[src/rtl/combine_sequencer.sv]
// combine_sequencer: 24-game slot datapath, combines two slots per request.
// Define COMBINE_UNDO_EN to add a one-deep undo snapshot of slots and valid.
module combine_sequencer #(
  parameter int WIDTH  = 10,
  parameter int TARGET = 24
) (
  input  logic             clk,
  input  logic             rst,
  input  logic             load,
  input  logic [WIDTH-1:0] m1,
  input  logic [WIDTH-1:0] m2,
  input  logic [WIDTH-1:0] m3,
  input  logic [WIDTH-1:0] m4,
  input  logic             op_req,
  input  logic [1:0]       sel_a,
  input  logic [1:0]       sel_b,
  input  logic [1:0]       op,
  input  logic             undo,
  output logic [WIDTH-1:0] num1,
  output logic [WIDTH-1:0] num2,
  output logic [WIDTH-1:0] num3,
  output logic [WIDTH-1:0] num4,
  output logic [3:0]       valid,
  output logic             busy,
  output logic             done,
  output logic             err,
  output logic [2:0]       err_code,
  output logic             win,
  output logic             lose
);

  typedef enum logic [1:0] {
    S_IDLE,
    S_EXEC,
    S_DIV,
    S_WRITE
  } state_e;

  localparam logic [1:0] OP_SUB = 2'd1;
  localparam logic [1:0] OP_MUL = 2'd2;
  localparam logic [1:0] OP_DIV = 2'd3;

  localparam logic [2:0] E_NONE = 3'd0;
  localparam logic [2:0] E_SAME = 3'd1;
  localparam logic [2:0] E_DEAD = 3'd2;
  localparam logic [2:0] E_NEG  = 3'd3;
  localparam logic [2:0] E_OVF  = 3'd4;
  localparam logic [2:0] E_DIV0 = 3'd5;
  localparam logic [2:0] E_INEX = 3'd6;

  localparam int CW = $clog2(WIDTH + 1);
  localparam logic [CW-1:0]    LAST = CW'(WIDTH - 1);
  localparam logic [WIDTH-1:0] TGT  = WIDTH'(TARGET);

  state_e state_q, state_d;

  logic [WIDTH-1:0] slot_q [4];
  logic [WIDTH-1:0] slot_d [4];
  logic [3:0]       valid_q, valid_d;
  logic [WIDTH-1:0] a_q, a_d;
  logic [WIDTH-1:0] b_q, b_d;
  logic [WIDTH-1:0] res_q, res_d;
  logic [WIDTH-1:0] quo_q, quo_d;
  logic [WIDTH-1:0] rem_q, rem_d;
  logic [1:0]       op_q, op_d;
  logic [1:0]       sa_q, sa_d;
  logic [1:0]       sb_q, sb_d;
  logic [CW-1:0]    cnt_q, cnt_d;
  logic             done_q, done_d;
  logic             err_q, err_d;
  logic [2:0]       code_q, code_d;
  logic             win_q, win_d;
  logic             lose_q, lose_d;

  logic               accept;
  logic               undo_go;
  logic [2:0]         chk_code;
  logic [WIDTH-1:0]   alu_res;
  logic [2*WIDTH-1:0] prod;
  logic [WIDTH:0]     rem_sh;
  logic [WIDTH:0]     rem_diff;
  logic               qbit;
  logic [WIDTH-1:0]   rem_nx;
  logic [WIDTH-1:0]   quo_nx;
  logic               div_last;
  logic               div_inexact;
  logic [3:0]         wr_valid;
  logic               wr_single;

`ifdef COMBINE_UNDO_EN
  logic [WIDTH-1:0] bak_slot_q [4];
  logic [3:0]       bak_valid_q;
  logic             bak_ok_q;

  assign undo_go = undo && !load && (state_q == S_IDLE) && bak_ok_q;

  // Snapshot the board just before each write-back; load or undo drop it.
  always_ff @(posedge clk or negedge rst) begin
    if (!rst) begin
      for (int i = 0; i < 4; i++) bak_slot_q[i] <= '0;
      bak_valid_q <= '0;
      bak_ok_q    <= 1'b0;
    end else if (load || undo_go) begin
      bak_ok_q <= 1'b0;
    end else if (state_q == S_WRITE) begin
      bak_slot_q  <= slot_q;
      bak_valid_q <= valid_q;
      bak_ok_q    <= 1'b1;
    end
  end
`else
  logic unused_undo;
  assign unused_undo = undo;
  assign undo_go     = 1'b0;
`endif

  assign accept = op_req && !load && !undo_go &&
                  (state_q == S_IDLE) && !win_q && !lose_q;

  assign prod = {{WIDTH{1'b0}}, a_q} * {{WIDTH{1'b0}}, b_q};

  // Restoring divider step: shift in next dividend bit, subtract if it fits.
  assign rem_sh      = {rem_q, quo_q[WIDTH-1]};
  assign rem_diff    = rem_sh - {1'b0, b_q};
  assign qbit        = ~rem_diff[WIDTH];
  assign rem_nx      = qbit ? rem_diff[WIDTH-1:0] : rem_sh[WIDTH-1:0];
  assign quo_nx      = {quo_q[WIDTH-2:0], qbit};
  assign div_last    = (cnt_q == LAST);
  assign div_inexact = (rem_nx != '0);

  assign wr_valid  = valid_q & ~(4'b0001 << sb_q);
  assign wr_single = ($countones(wr_valid) == 1);

  // Operand legality checks, evaluated in priority order during EXEC.
  always_comb begin
    chk_code = E_NONE;
    if (sa_q == sb_q) begin
      chk_code = E_SAME;
    end else if (!valid_q[sa_q] || !valid_q[sb_q]) begin
      chk_code = E_DEAD;
    end else begin
      unique case (1'b1)
        (op_q == OP_SUB): if (a_q < b_q) chk_code = E_NEG;
        (op_q == OP_MUL): if (|prod[2*WIDTH-1:WIDTH]) chk_code = E_OVF;
        (op_q == OP_DIV): if (b_q == '0) chk_code = E_DIV0;
        default:          chk_code = E_NONE;
      endcase
    end
  end

  // Single-cycle add/sub/mul result.
  always_comb begin
    alu_res = a_q + b_q;
    unique case (1'b1)
      (op_q == OP_SUB): alu_res = a_q - b_q;
      (op_q == OP_MUL): alu_res = prod[WIDTH-1:0];
      default:          alu_res = a_q + b_q;
    endcase
  end

  // State register.
  always_ff @(posedge clk or negedge rst) begin
    if (!rst) state_q <= S_IDLE;
    else      state_q <= state_d;
  end

  // Next-state logic; load aborts whatever is in flight.
  always_comb begin
    state_d = state_q;
    if (load) begin
      state_d = S_IDLE;
    end else begin
      unique case (state_q)
        S_IDLE:  if (accept) state_d = S_EXEC;
        S_EXEC: begin
          if (chk_code != E_NONE) state_d = S_IDLE;
          else if (op_q == OP_DIV) state_d = S_DIV;
          else                     state_d = S_WRITE;
        end
        S_DIV: begin
          if (div_last) state_d = div_inexact ? S_IDLE : S_WRITE;
        end
        S_WRITE: state_d = S_IDLE;
      endcase
    end
  end

  // Datapath next-state: slots, operands, divider, status flags.
  always_comb begin
    slot_d  = slot_q;
    valid_d = valid_q;
    a_d     = a_q;
    b_d     = b_q;
    op_d    = op_q;
    sa_d    = sa_q;
    sb_d    = sb_q;
    res_d   = res_q;
    quo_d   = quo_q;
    rem_d   = rem_q;
    cnt_d   = cnt_q;
    done_d  = 1'b0;
    err_d   = 1'b0;
    code_d  = code_q;
    win_d   = win_q;
    lose_d  = lose_q;
    if (load) begin
      slot_d[0] = m1;
      slot_d[1] = m2;
      slot_d[2] = m3;
      slot_d[3] = m4;
      valid_d   = 4'b1111;
      win_d     = 1'b0;
      lose_d    = 1'b0;
    end else begin
      unique case (state_q)
        S_IDLE: begin
`ifdef COMBINE_UNDO_EN
          if (undo_go) begin
            slot_d  = bak_slot_q;
            valid_d = bak_valid_q;
            win_d   = 1'b0;
            lose_d  = 1'b0;
            done_d  = 1'b1;
          end else
`endif
          if (accept) begin
            a_d  = slot_q[sel_a];
            b_d  = slot_q[sel_b];
            op_d = op;
            sa_d = sel_a;
            sb_d = sel_b;
          end
        end
        S_EXEC: begin
          if (chk_code != E_NONE) begin
            err_d  = 1'b1;
            code_d = chk_code;
          end else begin
            res_d = alu_res;
            rem_d = '0;
            quo_d = a_q;
            cnt_d = '0;
          end
        end
        S_DIV: begin
          rem_d = rem_nx;
          quo_d = quo_nx;
          cnt_d = cnt_q + CW'(1);
          if (div_last) begin
            if (div_inexact) begin
              err_d  = 1'b1;
              code_d = E_INEX;
            end else begin
              res_d = quo_nx;
            end
          end
        end
        S_WRITE: begin
          slot_d[sa_q] = res_q;
          valid_d      = wr_valid;
          done_d       = 1'b1;
          if (wr_single) begin
            if (res_q == TGT) win_d = 1'b1;
            else              lose_d = 1'b1;
          end
        end
      endcase
    end
  end

  // Datapath registers.
  always_ff @(posedge clk or negedge rst) begin
    if (!rst) begin
      for (int i = 0; i < 4; i++) slot_q[i] <= '0;
      valid_q <= '0;
      a_q     <= '0;
      b_q     <= '0;
      op_q    <= '0;
      sa_q    <= '0;
      sb_q    <= '0;
      res_q   <= '0;
      quo_q   <= '0;
      rem_q   <= '0;
      cnt_q   <= '0;
      done_q  <= 1'b0;
      err_q   <= 1'b0;
      code_q  <= '0;
      win_q   <= 1'b0;
      lose_q  <= 1'b0;
    end else begin
      slot_q  <= slot_d;
      valid_q <= valid_d;
      a_q     <= a_d;
      b_q     <= b_d;
      op_q    <= op_d;
      sa_q    <= sa_d;
      sb_q    <= sb_d;
      res_q   <= res_d;
      quo_q   <= quo_d;
      rem_q   <= rem_d;
      cnt_q   <= cnt_d;
      done_q  <= done_d;
      err_q   <= err_d;
      code_q  <= code_d;
      win_q   <= win_d;
      lose_q  <= lose_d;
    end
  end

  // Output decode.
  always_comb begin
    busy     = (state_q != S_IDLE);
    num1     = slot_q[0];
    num2     = slot_q[1];
    num3     = slot_q[2];
    num4     = slot_q[3];
    valid    = valid_q;
    done     = done_q;
    err      = err_q;
    err_code = code_q;
    win      = win_q;
    lose     = lose_q;
  end

endmodule

[config.mk]
export PLATFORM = sky130hd
export DESIGN_NAME = combine_sequencer
export DESIGN_NICKNAME = d
export VERILOG_FILES = /design/src/rtl/combine_sequencer.sv
export SDC_FILE = /design/constraint.sdc
export NUM_CORES = 1
export LEC_CHECK = 0
export BUFFER_PORTS_ARGS = -buffer_cell sky130_fd_sc_hd__buf_2
export CORE_ASPECT_RATIO = 0.75
export CORE_MARGIN = 2
export CORE_UTILIZATION = 30
export CTS_CLUSTER_DIAMETER = 150
export DETAILED_ROUTE_END_ITERATION = 10
export GPL_TIMING_DRIVEN = 0
export PLACE_DENSITY_LB_ADDON = 0.15
export SYNTH_ARGS = -nofsm -noshare
export SYNTH_HDL_FRONTEND = slang
export SYNTH_SLANG_ARGS = --single-unit
[constraint.sdc]
create_clock -name clk -period 9.1 [get_ports clk]
set_clock_uncertainty 0.05 [all_clocks]
set_input_delay 1.365 -clock clk [delete_from_list [all_inputs] [get_ports clk]]
set_output_delay 1.365 -clock clk [all_outputs]
set_load 0.02 [all_outputs]
==> summary.txt, run 1 <==
Main combinational cell family by area after synthesis: adder cells
First-pass GRT wire length: 54,200 um
CTS clk-pin slew, worst paths: 0.05 ns
Vias: 8,974
Fillers: 3,677
ANT nets after route: 0
Area growth syn-to-layout: 16.4%
Pin count of the biggest net entering global routing: 85
Met3 WL: 1610 um
Starting density of the core: 0.302
Ys async rst share: 1.00
RSZ-0062 raised after global routing: false
Post-CTS setup buffers: 0
Core Area: 35,700 um2
Full die area: 37,500 um2
Final WL: 34,400 um
Adder-cell share of the synthesized area: 0.235
Max Buffers Root-to-Sink: 2
Pre-antenna DRT Iters: 5
Tcrit/Tclk final: 0.776
Layout cells sized above 1: 0.169
Seq. cell area: 2830 um2
Wire per inst: 19.7 um
Multi-input gate area: 7230 um2
Port-buffer cells: 100
CTS Sinks: 113
Worst Hold Class: flip-flop to flip-flop
Post-Syn Area per Cell: 9.39 um2
Top Layer Used: met5
Min-delay src: err_code[2]
DP HPWL: 27,200 um
Slew headroom: 0.282
Initial antenna violation count: 1
WS Path Type: flip-flop to flip-flop
Synth cell types: 77
Slew Limit Fails: 0
Area share of the largest cell type after synthesis: 0.262
Final Hold Fails: 0
Max Clock Freq: 142 MHz
Vias in the first global route: 8,975
# diodes: 0
FF-to-FF Start: a_q[6]
Critical path capture point type: flip-flop
Final setup TNS: 0 ns
Crit Path Max Fanout: 10
Post-Synth Simple-Gate Area: 0.136
Count leader, synth: nand2_1
WL met1: 18,200 um
Metal2 WL: 14,000 um
Final non-filler cell total: 1,745
Nets: 1,482
Chip height: 168 um
Worst Path Required: 9.36 ns
Worst-skew pair later-pin latency: 0.43 ns
Cts repair resizes: 0
Top FF cell, synth: dfrtp_1
Synth top cells by count: nand2_1, inv_1, dfrtp_1
Largest cells by area after synthesis: dfrtp_1, fa_1, ha_1
GRT Util Overall: 0.190
Mapped Area: 10,800 um2
Yosys warns: 0
Critical Path Source Type: flip-flop
Worst endpoint data arrival time: 7.32 ns
Leading area contributor after synthesis: dfrtp_1
Routability Congestion: 0.854
Final min period: 7.06 ns
TritonCTS clock tree: built
Status: completed
Seq/Total Area, Yosys: 0.262
Root Driver: clkbuf_16
R2R cell count: 20
Post-synthesis mux area share: 0.129
End of the worst hold path: err_code[2]
H-tree Lvls: 4
Cts hold-fix bufs: 0
Tightest Pin Transition: 1.07 ns
Dpl cells: 1,714
Max_cap viols: 0
# DRC: 0
Initial drt markers: 601
Synth Area in Compound Gates: 0.151
Final setup violation count: 0
Io pins: 103
Hold path cells: 1
Syn_nets: 1,362
CTS Buf Count: 17
Synth Register Bits: 113
Reg-to-reg endpoint: res_q[2]
R2R Setup Slk: 2.04 ns
Std-Cell Rows: 60
Chip width: 223 um
Avg Vias per Cell: 5.14
Post-synth EDFFs: 0
Syn Inst Count: 1,148
Total grt overflow: 0
XOR/XNOR share of the synthesized area: 0.0195
-- sequential cells by signal (all words and copies together) (netlist names), 3 cells and up --
name / cells
a_q: 10
b_q: 10
num1: 10
num2: 10
num3: 10
num4: 10
quo_q: 10
rem_q: 10
res_q: 10
cnt_q: 4
valid: 4
err_code: 3
-- metrics by stage --
step | utilization | instance area, um2 | hold WS, ns | setup WS, ns
after floorplan | - | 10800 | 0.431 | 3.03
after global placement | 0.332 | 11900 | 0.424 | 2.07
after detailed placement | 0.333 | 11900 | 0.431 | 2.00
after CTS | 0.352 | 12500 | 0.443 | 1.98
after global routing | 0.352 | 12500 | 0.481 | 1.76
final | 0.352 | 12500 | 0.436 | 2.04
-- cells by family after synthesis --
group,Yosys count
AO/OA/AOI/OAI,245
XOR/XNOR,24
adder cells (fa/ha/maj),163
buffers and inverters,182
flip-flops,113
multiplexers,107
AND/OR/NAND/NOR,314
-- how the worst max path moves through the flow --
stage,startpoint,to,depth (start not counted)
floorplan,b_q[6],quo_q[0],21
global placement,a_q[6],res_q[2],20
detailed placement,a_q[6],res_q[8],20
CTS,a_q[6],res_q[8],20
global route,a_q[6],res_q[0],20
finish,a_q[6],res_q[2],20
-- critical path, stage by stage, from the launching register on --
cell      delay (ns)
dfrtp_1         0.47
clkbuf_1        0.58
nand2_1         0.18
fa_1            0.57
inv_1           0.05
fa_1            0.51
fa_1            0.44
fa_1            0.54
inv_1           0.05
fa_1            0.52
inv_1           0.04
ha_1            0.37
nand2_1         0.14
a21oi_2         0.22
a211oi_2        0.13
and3b_1         0.19
o31ai_1         0.88
nor4_4          0.13
o21ai_2         0.32
buf_6           0.21
mux2_2          0.34
-- final cells by class --
cell class	count	area share
plain buffers	58	0.0202
clock buffers	22	0.0378
clock inverters	9	0.0142
inverters	124	0.0371
multi-input cells	853	0.576
flip-flops and latches	113	0.225
well taps	465	0.0464
repair buffers	101	0.0426
-- cell usage in the layout (no fill, tap or decap), drive strengths merged, types with 6 or more instances in the layout --
cell    instances
dfrtp         113
clkbuf         68
nor2b           7
nand4           8
a31oi          13
nand2         147
o211ai          8
and2           24
nand2b         10
a22oi           7
nor2           58
mux2i          48
mux4           22
xor2            8
a21o           12
inv           123
fa             66
xnor2          16
ha             97
buf           113
a21oi          44
o21ai          86
mux2           37
o21a           13
nand3          22
nor3           11
o31ai           6
-- layer usage --
| metal | GRT usage | vias to the layer above |
|---|---|---|
| met5 | 0 | - |
| met4 | 0.0446 | 2 |
| met3 | 0.0365 | 36 |
| met2 | 0.263 | 224 |
| met1 | 0.298 | 4483 |
| li1 | - | 4229 |
Power of run 1 is not shown: default switching activity piles up to over one toggle a cycle in this logic, so the estimate is an artifact.
==> run 2, diff against run 1 <==
==> constraint.sdc (replaced) <==
create_clock -name clk -period 6.65 [get_ports clk]
set_clock_uncertainty 0.05 [all_clocks]
set_input_delay 0.9975 -clock clk [delete_from_list [all_inputs] [get_ports clk]]
set_output_delay 0.9975 -clock clk [all_outputs]
set_load 0.02 [all_outputs]
==> run 2 against run 1 <==
- routed wire length is 0.24% higher
- sequential cell count stayed put
- count of clock-buffer cells in the layout stayed put
- non-clock buffer count stayed put
- register-to-register slack worse by 1.8 ns
- worst hold slack worse by 0.037 ns
- critical endpoint is now err_code[1]
- largest cell class unchanged
==> summary.txt, run 2 (synthesis gave the netlist of run 1 again) <==
Status: completed
# diodes: 0
Tightest Pin Transition: 1.01 ns
ANT nets after route: 0
Vias: 8,970
Tcrit/Tclk final: 0.963
Final Hold Fails: 0
Max Buffers Root-to-Sink: 2
Multi-input gate area: 7250 um2
First-pass GRT wire length: 54,200 um
Slew Limit Fails: 0
Pin count of the biggest net entering global routing: 85
Critical path's largest stage delay: 0.61 ns
Std-Cell Rows: 60
Io pins: 103
Initial antenna violation count: 1
Fillers: 3,661
Critical path capture point type: flip-flop
RSZ-0062 raised after global routing: false
Critical path buffers and inverters: 2
Pre-antenna DRT Iters: 5
Core Area: 35,700 um2
WS Path Type: flip-flop to flip-flop
Worst-skew pair later-pin latency: 0.43 ns
Chip width: 223 um
H-tree Lvls: 4
Root Driver: clkbuf_16
CTS Sinks: 113
Crit-path cells: ha_1 -> inv_1 -> fa_1 -> fa_1 -> fa_1 -> inv_1 -> fa_1 -> ha_1 -> ha_1 -> nand2_1 -> o211ai_1 -> a311o_1 -> a211o_1 -> nand3_1 -> or4_4 -> o31ai_2 -> nand3_2 -> and3b_1 -> o21a_1
Max_cap viols: 0
Port-buffer cells: 100
Final setup violation count: 0
Full die area: 37,500 um2
Seq. cell area: 2830 um2
Worst Path Required: 6.91 ns
Starting density of the core: 0.302
Layout cells sized above 1: 0.190
Avg Vias per Cell: 5.14
Final instance area: 12,600 um2
Final min period: 6.40 ns
Top Family by Delay on Critical Path: adder cells
Dpl cells: 1,714
Chip height: 168 um
GRT Util Overall: 0.190
Final non-filler cell total: 1,745
DP HPWL: 27,200 um
Commonest non-fill, non-tap cell in the layout: nand2_1
Critical Path Source Type: flip-flop
Vias in the first global route: 8,971
Worst Hold Class: primary input to async pin
Placed cell areas: 11,900 um2
Routability Congestion: 0.854
Critical path's most frequent cell: fa_1
Total grt overflow: 0
Most frequent cells in the layout: nand2_1, inv_1, dfrtp_1, buf_2, ha_1
Nets: 1,482
Final WL: 34,400 um
# DRC: 0
Hold Slack: 0.399 ns
Critical Path Stages: 19
Slowest-stage cell, CP: or4_4
TritonCTS clock tree: built
Wire per inst: 19.7 um
Initial drt markers: 625
Slew headroom: 0.326
Worst endpoint data arrival time: 6.66 ns
Crit Path Max Fanout: 13
CTS clk-pin slew, worst paths: 0.06 ns
Area growth syn-to-layout: 17.1%
Max Clock Freq: 156 MHz
CTS Buf Count: 17
R2R cell count: 19
run 2: changes by cell type in the layout (fill, tap and decap cells not counted), sizes merged:
cell / change
buf: +9
clkbuf: -9
run 2: stage by stage:
stage | setup TNS [ns] | utilization | setup slack, ns
5_1_grt | 0 | 0.354 | 0.0108
2_1_floorplan | 0 | - | 0.577
6_report | 0 | 0.354 | 0.246
3_5_place_dp | -12.96 | 0.333 | -0.451
3_3_place_gp | -9.93 | 0.332 | -0.375
4_1_cts | 0 | 0.352 | 0.00900
run 2: layout make-up:
class                   count  area share
flip-flops and latches    113       0.225
clock buffers              22      0.0376
repair buffers            102      0.0429
well taps                 465      0.0461
inverters                 124      0.0369
multi-input cells         853       0.575
clock inverters             9      0.0141
plain buffers              57      0.0232
run 2: layer usage:
metal,up-vias,track usage,wire (um)
met5,-,0,11
met1,4456,0.298,18300
met2,243,0.263,14000
met4,2,0.0446,535
met3,36,0.0365,1560
li1,4233,-,-
run 2: worst paths after layout:
path                        startpoint     endpoint  slack, ns
setup / recovery                b_q[6]  err_code[1]       0.25
hold / removal                     rst     rem_q[2]       0.40
setup reg to reg                b_q[6]  err_code[1]       0.25
hold reg to reg            err_code[2]  err_code[2]       0.44
max in group asynchronous          rst       a_q[3]       5.38
min in group clk           err_code[2]  err_code[2]       0.44
run 2: repair_timing:
item,in CTS,in global routing
setup buffers,0,1
endpoints found under the setup margin,40,39
pin swaps,0,1
hold buffers,0,0
cloned,0,0
gates resized for setup,14,40
Power of run 2 is left out for the same reason.
==> run 3, diff against run 2 <==
--- a/config.mk
+++ b/config.mk
@@ -6,13 +6,16 @@
 export NUM_CORES = 1
 export LEC_CHECK = 0
 export BUFFER_PORTS_ARGS = -buffer_cell sky130_fd_sc_hd__buf_2
+export CELL_PAD_IN_SITES_DETAIL_PLACEMENT = 2
+export CELL_PAD_IN_SITES_GLOBAL_PLACEMENT = 2
 export CORE_ASPECT_RATIO = 0.75
 export CORE_MARGIN = 2
 export CORE_UTILIZATION = 30
 export CTS_CLUSTER_DIAMETER = 150
 export DETAILED_ROUTE_END_ITERATION = 10
 export GPL_TIMING_DRIVEN = 0
-export PLACE_DENSITY_LB_ADDON = 0.15
+export PLACE_DENSITY = 0.71
+export RECOVER_POWER = 50
 export SYNTH_ARGS = -nofsm -noshare
 export SYNTH_HDL_FRONTEND = slang
 export SYNTH_SLANG_ARGS = --single-unit
==> run 3 against run 2 <==
- the run now ends with capacitance limit, slew limit left
- count of clock-buffer cells in the layout down 4
- register-to-register slack lost 0.02 ns
- die area unchanged
- core utilization decreased by 0.060 points
- critical path type unchanged
==> summary.txt, run 3 (synthesis gave the netlist of run 1 again) <==
Status: complete, but fails checks
Failing checks: capacitance limit, slew limit
Final non-filler cell total: 1,745
Reg-to-reg endpoint: cnt_q[2]
FF-to-FF Start: b_q[6]
Critical path's largest stage delay: 0.62 ns
Root Driver: clkbuf_16
Std-Cell Rows: 60
Layout cells sized above 1: 0.180
Pre-antenna DRT Iters: 5
Max Clock Freq: 156 MHz
# diodes: 0
Routability Congestion: 0.838
Critical path's most frequent cell: fa_1
Critical path capture point type: flip-flop
Worst-skew pair later-pin latency: 0.43 ns
Top Family by Delay on Critical Path: adder cells
Slowest-stage cell, CP: dfrtp_2
Dpl cells: 1,714
Max_cap viols: 2
Slew headroom: -0.501
Area growth syn-to-layout: 16.9%
CTS Sinks: 113
Pin count of the biggest net entering global routing: 77
Met3 WL: 1380 um
Top Layer Used: met4
Critical path buffers and inverters: 4
Initial drt markers: 439
WS Path Type: flip-flop to flip-flop
Final setup TNS: 0 ns
Tightest Pin Transition: 2.25 ns
Commonest non-fill, non-tap cell in the layout: nand2_1
Total grt overflow: 0
GRT Util Overall: 0.212
Final WL: 39,000 um
H-tree Lvls: 4
Chip width: 223 um
Worst endpoint data arrival time: 6.72 ns
Initial antenna violation count: 1
Metal2 WL: 17,000 um
Most frequent cells in the layout: nand2_1, inv_1, dfrtp_1, ha_1
CTS Buf Count: 17
Port-buffer cells: 100
WL met1: 20,000 um
Chip height: 168 um
Worst Path Required: 6.94 ns
Critical Path Source Type: flip-flop
Crit-path cells: ha_1 -> inv_1 -> fa_1 -> fa_1 -> fa_1 -> inv_1 -> fa_1 -> ha_1 -> ha_1 -> nand2_1 -> o211ai_1 -> a311o_1 -> a211o_1 -> nand3_1 -> or4_4 -> nor4_4 -> or2_1 -> buf_4 -> buf_6 -> nand4_1 -> o221ai_2
Io pins: 103
Fin util: 0.353
DP HPWL: 31,100 um
Max Buffers Root-to-Sink: 2
# DRC: 0
Crit Path Max Fanout: 13
Worst Hold Class: flip-flop to flip-flop
Final Hold Fails: 0
R2R Setup Slk: 0.22 ns
Crit path capture: cnt_q[2]
Nets: 1,481
Full die area: 37,500 um2
Vias: 9,284
Tcrit/Tclk final: 0.966
Avg Vias per Cell: 5.32
Final setup violation count: 0
Final min period: 6.43 ns
TritonCTS clock tree: built
Critical Path Stages: 21
Wire per inst: 22.4 um
Core Area: 35,700 um2
First-pass GRT wire length: 61,000 um
Vias in the first global route: 10,100
ANT nets after route: 0
R2R cell count: 21
Slew Limit Fails: 116
CTS clk-pin slew, worst paths: 0.06 ns
Critical Path Start: b_q[6]
Starting density of the core: 0.302
run 3: cell count changes in the layout (fill, tap and decap cells not counted), sizes merged:
cell      change
clkinvlp      +3
bufinv        -3
clkbuf       +14
clkinv        +2
buf          -19
inv           +3
run 3: stage by stage:
step | worst slack [ns] | hold slack (ns) | cell area, um2
finish | 0.223 | 0.443 | 12600
detailed placement | -0.592 | 0.431 | 11900
global route | -0.0404 | 0.463 | 12600
CTS | 0.0374 | 0.423 | 12500
global placement | -0.452 | 0.424 | 11900
floorplan | 0.577 | 0.431 | 10800
run 3: area by class of cell:
type                            instances  area [um2]
Multi-Input combinational cell        853        7330
Clock inverter                         14         154
Timing Repair Buffer                  103         495
Tap cell                              465         582
Inverter                              124         465
Clock buffer                           18         439
Sequential cell                       113        2840
Fill cell                            3940       23100
Buffer                                 55         289
run 3: how the worst min path moves through the flow:
stage,start,end,slack [ns],cells after the start
floorplan,quo_q[0],quo_q[0],0.43,1
global placement,err_code[2],err_code[2],0.42,1
CTS,rst,num4[8],0.42,1
detailed placement,err_code[2],err_code[2],0.43,1
global route,err_code[1],err_code[1],0.46,1
finish,err_code[1],err_code[1],0.44,1
run 3: repair_timing:
item                       4_1_cts  5_1_grt
gates resized for setup         24       36
buffers inserted                 0        2
pin swaps                        1        4
hold buffers                     0        0
gates cloned                     0        0
setup endpoints to repair       40       39
run 3: layer usage:
metal	track usage	vias to the layer above
li1	-	4227
met1	0.320	4844
met2	0.318	178
met3	0.0344	35
met4	0.0484	0
met5	0	-
Power of run 3 is left out for the same reason.
